<file path="config.mk">
export PLATFORM = sky130hd
export DESIGN_NAME = micro_sequencer
export DESIGN_NICKNAME = d
export VERILOG_FILES = /design/src/rtl/micro_sequencer_pkg.sv /design/src/rtl/micro_sequencer_next_addr.sv /design/src/rtl/micro_sequencer.sv
export SDC_FILE = /design/constraint.sdc
export NUM_CORES = 1
export LEC_CHECK = 0
export ABC_AREA = 1
export CORE_MARGIN = 3
export CORE_UTILIZATION = 40
export DETAILED_ROUTE_END_ITERATION = 12
export PLACE_DENSITY = 0.76
export SLEW_MARGIN = 20
export SYNTH_ARGS = -nofsm -noshare
export SYNTH_HDL_FRONTEND = slang
export SYNTH_SLANG_ARGS = --single-unit
</file>
<file path="constraint.sdc">
create_clock -name MICRO_SEQUENCER_CLOCK_50 -period 1.9 [get_ports MICRO_SEQUENCER_CLOCK_50]
set_input_delay 0.19 -clock MICRO_SEQUENCER_CLOCK_50 [delete_from_list [all_inputs] [get_ports MICRO_SEQUENCER_CLOCK_50]]
set_output_delay 0.19 -clock MICRO_SEQUENCER_CLOCK_50 [all_outputs]
set_load 0.01 [all_outputs]
</file>
<file path="src/rtl/micro_sequencer_pkg.sv">
// Shared definitions for the microprogram sequencer: condition codes, FSM
// state encodings and decode-address field layout.
package micro_sequencer_pkg;

    localparam logic [2:0] COND_NEXT   = 3'b000;
    localparam logic [2:0] COND_N      = 3'b001;
    localparam logic [2:0] COND_Z      = 3'b010;
    localparam logic [2:0] COND_V      = 3'b011;
    localparam logic [2:0] COND_C      = 3'b100;
    localparam logic [2:0] COND_IR13   = 3'b101;
    localparam logic [2:0] COND_JUMP   = 3'b110;
    localparam logic [2:0] COND_DECODE = 3'b111;

    typedef enum logic [1:0] {
        ST_IDLE  = 2'b00,
        ST_RUN   = 2'b01,
        ST_WAIT  = 2'b10,
        ST_ERROR = 2'b11
    } seq_state_t;

    // Flag positions inside PSR {n,z,v,c}
    localparam int FLAG_N = 3;
    localparam int FLAG_Z = 2;
    localparam int FLAG_V = 1;
    localparam int FLAG_C = 0;

    localparam int IR_OP_HI      = 31;
    localparam int IR_OP_LO      = 30;
    localparam int IR_OP2_HI     = 24;
    localparam int IR_OP2_LO     = 22;
    localparam int IR_OP3_HI     = 24;
    localparam int IR_OP3_LO     = 19;
    localparam int IR_BRANCH_BIT = 13;

    localparam logic DECODE_LEAD = 1'b1;

endpackage

</file>
<file path="src/rtl/micro_sequencer_next_addr.sv">
// Combinational next control-store address: branch evaluation, incrementer
// and next/jump/decode select.
module micro_sequencer_next_addr
    import micro_sequencer_pkg::*;
#(
    parameter int DATAWIDTH_CONDITION   = 3,
    parameter int DATAWIDTH_JUMPADDRESS = 11,
    parameter int DATAWIDTH_IR          = 32
) (
    input  logic [DATAWIDTH_JUMPADDRESS-1:0] upc,
    input  logic [DATAWIDTH_CONDITION-1:0]   cond,
    input  logic [DATAWIDTH_JUMPADDRESS-1:0] jump_addr,
    input  logic [DATAWIDTH_IR-1:0]          ir,
    input  logic [3:0]                       flags,
    output logic [DATAWIDTH_JUMPADDRESS-1:0] next_addr
);

    localparam logic [DATAWIDTH_JUMPADDRESS-1:0] ADDR_ONE = 1;

    logic [DATAWIDTH_JUMPADDRESS-1:0] inc_addr;
    logic [DATAWIDTH_JUMPADDRESS-1:0] decode_addr;
    logic [1:0]                       op;
    logic                             taken;
    logic                             unused_ir;

    assign inc_addr  = upc + ADDR_ONE;
    assign op        = ir[IR_OP_HI:IR_OP_LO];
    assign unused_ir = ^{ir[29:25], ir[18:14], ir[12:0]};

    always_comb begin
        decode_addr = '0;
        case (op)
            2'b00:   decode_addr = {DECODE_LEAD, 2'b00, ir[IR_OP2_HI:IR_OP2_LO], 3'b000, 2'b00};
            2'b01:   decode_addr = {DECODE_LEAD, 2'b01, 6'b000000, 2'b00};
            default: decode_addr = {DECODE_LEAD, op, ir[IR_OP3_HI:IR_OP3_LO], 2'b00};
        endcase
    end

    always_comb begin
        taken = 1'b0;
        case (cond)
            COND_N:    taken = flags[FLAG_N];
            COND_Z:    taken = flags[FLAG_Z];
            COND_V:    taken = flags[FLAG_V];
            COND_C:    taken = flags[FLAG_C];
            COND_IR13: taken = ir[IR_BRANCH_BIT];
            COND_JUMP: taken = 1'b1;
            default:   taken = 1'b0;
        endcase

        if (cond == COND_DECODE) begin
            next_addr = decode_addr;
        end else if (taken) begin
            next_addr = jump_addr;
        end else begin
            next_addr = inc_addr;
        end
    end

endmodule

</file>
<file path="src/rtl/micro_sequencer.sv">
// Microprogram sequencer top: uPC register, memory-stall FSM, wait-timeout
// counter and sticky error flag.
module micro_sequencer
    import micro_sequencer_pkg::*;
#(
    parameter int DATAWIDTH_CONDITION   = 3,
    parameter int DATAWIDTH_JUMPADDRESS = 11,
    parameter int DATAWIDTH_IR          = 32,
    parameter int DATAWIDTH_TIMEOUT     = 8,
    parameter int TIMEOUT               = 255
) (
    input  logic                             MICRO_SEQUENCER_CLOCK_50,
    input  logic                             MICRO_SEQUENCER_ResetInHigh_In,
    input  logic [DATAWIDTH_CONDITION-1:0]   MICRO_SEQUENCER_Condition_InBus,
    input  logic [DATAWIDTH_JUMPADDRESS-1:0] MICRO_SEQUENCER_JumpAddress_InBus,
    input  logic                             MICRO_SEQUENCER_RD_In,
    input  logic                             MICRO_SEQUENCER_WRMain_In,
    input  logic                             MICRO_SEQUENCER_MemReady_In,
    input  logic [DATAWIDTH_IR-1:0]          MICRO_SEQUENCER_IR_InBus,
    input  logic [3:0]                       MICRO_SEQUENCER_Flags_InBus,
    output logic [DATAWIDTH_JUMPADDRESS-1:0] MICRO_SEQUENCER_CSAddress_OutBus,
    output logic                             MICRO_SEQUENCER_Commit_Out,
    output logic [1:0]                       MICRO_SEQUENCER_State_OutBus,
    output logic                             MICRO_SEQUENCER_Error_Out
);

    localparam logic [DATAWIDTH_TIMEOUT-1:0] CNT_ONE  = 1;
    localparam logic [DATAWIDTH_TIMEOUT-1:0] CNT_LAST = DATAWIDTH_TIMEOUT'(TIMEOUT - 1);

    seq_state_t                       state_q, state_d;
    logic [DATAWIDTH_JUMPADDRESS-1:0] upc_q, upc_d;
    logic [DATAWIDTH_TIMEOUT-1:0]     count_q, count_d;
    logic                             error_q, error_d;
    logic [DATAWIDTH_JUMPADDRESS-1:0] next_addr;
    logic                             memreq;
    logic                             commit;

    assign memreq = MICRO_SEQUENCER_RD_In | MICRO_SEQUENCER_WRMain_In;

    micro_sequencer_next_addr #(
        .DATAWIDTH_CONDITION  (DATAWIDTH_CONDITION),
        .DATAWIDTH_JUMPADDRESS(DATAWIDTH_JUMPADDRESS),
        .DATAWIDTH_IR         (DATAWIDTH_IR)
    ) u_next_addr (
        .upc      (upc_q),
        .cond     (MICRO_SEQUENCER_Condition_InBus),
        .jump_addr(MICRO_SEQUENCER_JumpAddress_InBus),
        .ir       (MICRO_SEQUENCER_IR_InBus),
        .flags    (MICRO_SEQUENCER_Flags_InBus),
        .next_addr(next_addr)
    );

    always_ff @(posedge MICRO_SEQUENCER_CLOCK_50) begin
        if (MICRO_SEQUENCER_ResetInHigh_In) begin
            state_q <= ST_IDLE;
            upc_q   <= '0;
            count_q <= '0;
            error_q <= 1'b0;
        end else begin
            state_q <= state_d;
            upc_q   <= upc_d;
            count_q <= count_d;
            error_q <= error_d;
        end
    end

    always_comb begin
        state_d = state_q;
        upc_d   = upc_q;
        count_d = count_q;
        error_d = error_q;
        commit  = 1'b0;
        case (state_q)
            ST_IDLE: begin
                upc_d   = '0;
                state_d = ST_RUN;
            end
            ST_RUN: begin
                if (memreq && !MICRO_SEQUENCER_MemReady_In) begin
                    state_d = ST_WAIT;
                    count_d = '0;
                end else begin
                    commit = 1'b1;
                    upc_d  = next_addr;
                end
            end
            ST_WAIT: begin
                count_d = count_q + CNT_ONE;
                if (MICRO_SEQUENCER_MemReady_In) begin
                    commit  = 1'b1;
                    upc_d   = next_addr;
                    state_d = ST_RUN;
                end else if (count_q == CNT_LAST) begin
                    // Error flag and uPC clear land together with the state change
                    state_d = ST_ERROR;
                    upc_d   = '0;
                    error_d = 1'b1;
                end
            end
            default: begin
                upc_d   = '0;
                error_d = 1'b1;
            end
        endcase
    end

    assign MICRO_SEQUENCER_CSAddress_OutBus = upc_q;
    assign MICRO_SEQUENCER_Commit_Out       = commit;
    assign MICRO_SEQUENCER_State_OutBus     = state_q;
    assign MICRO_SEQUENCER_Error_Out        = error_q;

endmodule

</file>
==> results of run 1 <==
[critical path: stages (launching register included)]
cell	delay (ns)
dfxtp_2	0.36
inv_1	0.08
ha_1	0.31
a21boi_4	0.18
inv_1	0.05
nor2_1	0.07
dlygate4sd2_1	0.26
[power groups by stage]
stage / clock [mW] / combinational [mW] / sequential [mW]
finish: 0.292 / 0.719 / 0.560
global route: 0.308 / 0.806 / 0.565
CTS: 0.297 / 0.723 / 0.558
detailed placement: 0 / 0.721 / 0.567
global placement: 0 / 0.713 / 0.564
floorplan: 0 / 0.396 / 0.579
[stage by stage]
stage	setup WS [ns]	instance area, um^2	util
6_report	0.151	2270	0.603
2_1_floorplan	0.351	1620	-
3_3_place_gp	0.130	2230	0.592
3_5_place_dp	0.0973	2230	0.592
5_1_grt	0.0283	2270	0.603
4_1_cts	0.139	2270	0.603
[registers in the layout, indices dropped and copies added (netlist names)]
signal,count
MICRO_SEQUENCER_State_OutBus,2
MICRO_SEQUENCER_Error_Out,1
MICRO_SEQUENCER_CSAddress_OutBus,11
count_q,8
[worst max path at each step]
stage          depth (start not counted)  slack, ns                             from                         endpoint
6_report                               6       0.15  MICRO_SEQUENCER_State_OutBus[0]       MICRO_SEQUENCER_Commit_Out
5_1_grt                                6       0.03  MICRO_SEQUENCER_State_OutBus[0]       MICRO_SEQUENCER_Commit_Out
4_1_cts                                6       0.14  MICRO_SEQUENCER_State_OutBus[0]       MICRO_SEQUENCER_Commit_Out
3_5_place_dp                           6        0.1  MICRO_SEQUENCER_State_OutBus[0]       MICRO_SEQUENCER_Commit_Out
3_3_place_gp                           6       0.13      MICRO_SEQUENCER_MemReady_In       MICRO_SEQUENCER_Commit_Out
2_1_floorplan                          9       0.35  MICRO_SEQUENCER_State_OutBus[1]  MICRO_SEQUENCER_State_OutBus[0]
[cell usage after synthesis, drive strengths merged]
cell and number:
nand4 4, a31oi 2, o211a 1, buf 2
xnor2 3, xor2 4, clkbuf 2, a211oi 1
inv 39, a21oi 20, nand3 25, nand2 88
o21a 1, nor2 31, ha 7, o21ai 11
nor3 1, dfxtp 22, a21boi 1
[routing by layer]
metal,vias up,GRT usage,wire [um],part of all wire
met3,2,0.0406,189,0.046
met5,-,0,0,0
li1,952,-,-,-
met2,33,0.311,2060,0.50
met1,778,0.202,1840,0.45
met4,0,0.0128,12,0.0029
[cell families (layout without fill, tap and decap cells)]
logic type      after synthesis  count (layout)
simple gates                149             149
buf+inv                      43             101
compound gates               37              37
flops                        22              22
fa+ha+maj                     7               7
xor+xnor                      7               7
[area by class of cell]
type	count	area share
clock buffers	3	0.0182
inverters	39	0.0644
multi-input cells	200	0.447
flip-flops and latches	22	0.194
well taps	48	0.0264
repair buffers	59	0.250
[what timing repair did]
| action | 4_1_cts | 5_1_grt |
|---|---|---|
| gates resized for setup | 2 | 1 |
| pin swaps | 0 | 0 |
| setup endpoints to repair | 1 | 1 |
==> out/results.ini, run 1 <==
[floorplan]
die_w_um=69.6
num_rows=22
die_h_um=69.6
start_util=0.430
core_region_area_um2=3770
die_area_um2=4850
io_pins=70

[placement]
gp_congestion=0.836
dpl.cell_count=368
dp_hpwl_um=3210
io_buffers=46

[timing]
finalMaxSlewViolations=0
hold_viol=0
slew_headroom=0.778
clock.fmax_mhz=572
whs_ns=0.493
fin_tns_setup_ns=0
finalSetupViolations=0
timing.final.crit_period_ns=1.75
worst_pin_slew_ns=0.331
fin_crit_sh=0.920
skew_ns=0.0114
rsz0062_at_grt=no

[critical_path]
required_ns=1.71
arrival_ns=1.56
critPathMaxFanout=4
critPathKind=flip-flop to output port
r2r-end=count_q[7]
regToRegSetupSlack_ns=0.25
r2r_cells=10
endpoint_kind=output port
worstSetupStartpointType=flip-flop
r2r_start=MICRO_SEQUENCER_State_OutBus[0]

[final_layout]
area_growth_pct=40.4
num_antenna_cells=0
fin_cells=371
layout-drive-gt1-share=0.0805
regArea_um2=442
multi_input_area_um2=1020
final_nets=387
fill_cells=366
final_common_cell=nand2_1
layout_common_cells=nand2_1 (87), clkdlybuf4s50_1 (45), inv_1 (38)

[clock_network]
tritoncts=done
cts_sinks=22
numCtsBuffers=3
worst_skew_pair.late_latency_ns=0.26
cts-root-buf=clkbuf_8
hold_buffers=0
cts_buffer_depth=2
post-cts-setup-buffers=0
htreeDepth=1
clk_pin_slew_ns=0.07

[power]
p_sw_uw=574
sw_frac_of_total=0.366
clkPwrFrac=0.186
total_power_mw=1.57
pwr-share-seq=0.356
power_density_nw_per_um2=691
ir_drop_v=0.000547
comb_power_share=0.458
power.leakage_nw=0.972
internal-power_uw=997

[synth]
yosysTopAreaCellShare=0.272
synth-simple-area-share=0.398
synthAdderAreaFrac=0.0541
syn_area_um2=1620
netlist.top_cell.by_area=dfxtp_1
synthMuxAreaShare=0
avgSynthCellArea_um2=6.11
ys_seq_area_frac=0.272
synth_area_leaders=dfxtp_1 (27%), nand2_1 (20%), inv_1 (8.8%)
netlist_instances=265
synth-xor-area-share=0.0378
synth_compound_area_frac=0.137
synth_top_family_by_area=simple AND/OR/NAND/NOR gates
synth_cell_types=26
ys_ff_latch=22
ys_warn_count=0
synthesis.nets=327

[run]
drv_cap=0

[route]
drtAntennaViolNets=0
route.detailed.wl_per_inst_um=11.0
firstDrtPassIters=4
drc_errors=0
vias=1765
vias_per_cell=4.76
routed_wl_um=4100
initialDrtViolationCount=90

[grt]
grt_max_degree=15
grt_usage=0.168
grt_pass1_wl_um=6880
grt.overflow.total=0
antenna_found_initial=0
grt_pass1_vias=1529

[hold_path]
hold_class=flip-flop to flip-flop
hold_depth=2
min_from=count_q[4]
holdPathEnd=count_q[4]

[status]
status=finished clean

(Power assumes the default switching activity.)
==> inputs of run 2 (changes only) <==
clock period = 2 ns   (was 1.9 ns; I/O delays follow)
==> run 2 against run 1 <==
Net effect:
- routed wire length increased by 0.88%
- clock skew decreased by 0.0025 ns
- die area unchanged
- non-clock buffer count decreased by 3
- cell area decreased by 0.77%
- combinational power decreased by 7.1%
- power decreased by 2.8%
- sequential share of layout area increased by 0.21 points
- flip-flop and latch count unchanged
==> out/results.ini, run 2 (synthesis gave the netlist of run 1 again) <==
[status]
status=finished clean  ; unchanged

[route]
routed_wl_um=4140  ; was 4100 um
vias=1803  ; was 1765
drtAntennaViolNets=0  ; unchanged
vias_per_cell=4.89  ; was 4.76
drc_errors=0  ; unchanged
route.detailed.wl_per_inst_um=11.2  ; was 11.0 um
firstDrtPassIters=4  ; unchanged
initialDrtViolationCount=97  ; was 90

[clock_network]
worst_skew_pair.late_latency_ns=0.27  ; was 0.26 ns
cts_buffer_depth=2  ; unchanged
tritoncts=done  ; unchanged
numCtsBuffers=3  ; unchanged
cts-root-buf=clkbuf_8  ; unchanged
post_cts_resized=4  ; was 2
clk_pin_slew_ns=0.08  ; was 0.07 ns
post-cts-setup-buffers=0  ; unchanged
hold_buffers=0  ; unchanged
cts_sinks=22  ; unchanged
htreeDepth=1  ; unchanged

[power]
ir_drop_v=0.000548  ; was 0.000547 V
power.leakage_nw=0.957  ; was 0.972 nW
power_density_nw_per_um2=677  ; was 691 nW/um^2
total_power_mw=1.53  ; was 1.57 mW

[critical_path]
worstSetupStartpointType=flip-flop  ; unchanged
crit_slowest_cell=dfxtp_2  ; unchanged
required_ns=1.80  ; was 1.71 ns
endpoint_kind=output port  ; unchanged
arrival_ns=1.58  ; was 1.56 ns
r2r-end=MICRO_SEQUENCER_State_OutBus[0]  ; was count_q[7]
critPathMaxFanout=6  ; was 4
r2r_cells=10  ; unchanged
cpPeakStageDelay_ns=0.34  ; was 0.36 ns
critPathKind=flip-flop to output port  ; unchanged
regToRegSetupSlack_ns=0.30  ; was 0.25 ns
crit_chain=inv_1 > ha_2 > nand2_1 > a21boi_4 > inv_1 > nor2_1 > dlygate4sd2_1  ; was inv_1 > ha_1 > a21boi_4 > inv_1 > nor2_1 > dlygate4sd2_1
cp_common_cell=inv_1  ; unchanged
r2r_start=MICRO_SEQUENCER_State_OutBus[1]  ; was MICRO_SEQUENCER_State_OutBus[0]

[floorplan]
io_pins=70  ; unchanged
num_rows=22  ; unchanged
start_util=0.430  ; unchanged
die_area_um2=4850  ; unchanged
core_region_area_um2=3770  ; unchanged
die_h_um=69.6  ; unchanged
die_w_um=69.6  ; unchanged

[timing]
finalMaxSlewViolations=0  ; unchanged
finalSetupViolations=0  ; unchanged
hold_viol=0  ; unchanged
slew_headroom=0.766  ; was 0.778
skew_ns=0.00890  ; was 0.0114 ns
worst_pin_slew_ns=0.349  ; was 0.331 ns
fin_crit_sh=0.889
timing.final.ws_setup_ns=0.221  ; was 0.151 ns
timing.final.crit_period_ns=1.78
whs_ns=0.490  ; was 0.493 ns
fin_tns_setup_ns=0  ; unchanged
clock.fmax_mhz=562
rsz0062_at_grt=no  ; unchanged

[final_layout]
layout-drive-gt1-share=0.0810  ; was 0.0805
layout_common_cells=nand2_1 (87), clkdlybuf4s50_1 (45), inv_1 (38)  ; unchanged
final_area_um2=2260  ; was 2270 um^2
largest_reg_flops=11  ; unchanged
utilization=0.599  ; was 0.603
final_common_cell=nand2_1  ; unchanged
final_nets=384  ; was 387
fin_cells=369  ; was 371
num_antenna_cells=0  ; unchanged
area_growth_pct=39.3  ; was 40.4%

[grt]
grt_max_degree=15  ; unchanged
grt_usage=0.169  ; was 0.168
grt_pass1_vias=1595  ; was 1529
antenna_found_initial=0  ; unchanged
grt_pass1_wl_um=6930  ; was 6880 um
grt.overflow.total=0  ; unchanged

[placement]
dp_slack_ns=0.125  ; was 0.0973 ns
gp_congestion=0.793  ; was 0.836
dpl-instance-area_um2=2200  ; was 2230 um^2
dpl.cell_count=365  ; was 368
io_buffers=46  ; unchanged
dp_hpwl_um=3230  ; was 3210 um

[hold_path]
holdPathEnd=MICRO_SEQUENCER_State_OutBus[1]  ; was count_q[4]
min_from=MICRO_SEQUENCER_State_OutBus[1]  ; was count_q[4]
hold_class=flip-flop to flip-flop  ; unchanged
hold_depth=2  ; unchanged

[run]
drv_cap=0  ; unchanged

run 2: cell types whose count changed in the layout (fill, tap and decap cells not counted), sizes merged:
cell,delta
buf,-3
clkbuf,+1
run 2: worst max path at each step:
stage	slack [ns]	from	endpoint
6_report	0.22	MICRO_SEQUENCER_State_OutBus[0]	MICRO_SEQUENCER_Commit_Out
5_1_grt	0.11	MICRO_SEQUENCER_State_OutBus[1]	MICRO_SEQUENCER_Commit_Out
4_1_cts	0.21	MICRO_SEQUENCER_State_OutBus[0]	MICRO_SEQUENCER_Commit_Out
3_5_place_dp	0.12	MICRO_SEQUENCER_MemReady_In	MICRO_SEQUENCER_Commit_Out
3_3_place_gp	0.16	MICRO_SEQUENCER_MemReady_In	MICRO_SEQUENCER_Commit_Out
2_1_floorplan	0.45	MICRO_SEQUENCER_State_OutBus[1]	MICRO_SEQUENCER_State_OutBus[0]
run 2: power breakdown:
group	internal [mW]	switching, mW	total, mW
logic	0.313	0.356	0.668
clock network	0.176	0.151	0.327
registers	0.487	0.0459	0.533
total	0.976	0.553	1.53
run 2: per-layer routing:
| metal | global-route usage | wire [um] | vias up |
|---|---|---|---|
| met5 | 0 | 0 | - |
| met4 | 0.0191 | 0 | 0 |
| met3 | 0.0333 | 231 | 0 |
| met2 | 0.308 | 2070 | 45 |
| met1 | 0.211 | 1840 | 810 |
| li1 | - | - | 948 |
run 2: final cells by class:
type | count | area [um^2]
timing repair buffer | 56 | 534
inverter | 39 | 146
tap | 48 | 60.1
clock buffer | 4 | 55.1
multi-input combinational | 200 | 1020
fill | 366 | 1510
sequential | 22 | 443
run 2: critical path, delay by kind of cell, from the launching register on:
family / cells / cell delay (ns)
buffers and inverters: 3 / 0.42
AND/OR/NAND/NOR: 2 / 0.18
adder cells (fa/ha/maj): 1 / 0.24
AO/OA/AOI/OAI: 1 / 0.14
flip-flops: 1 / 0.34
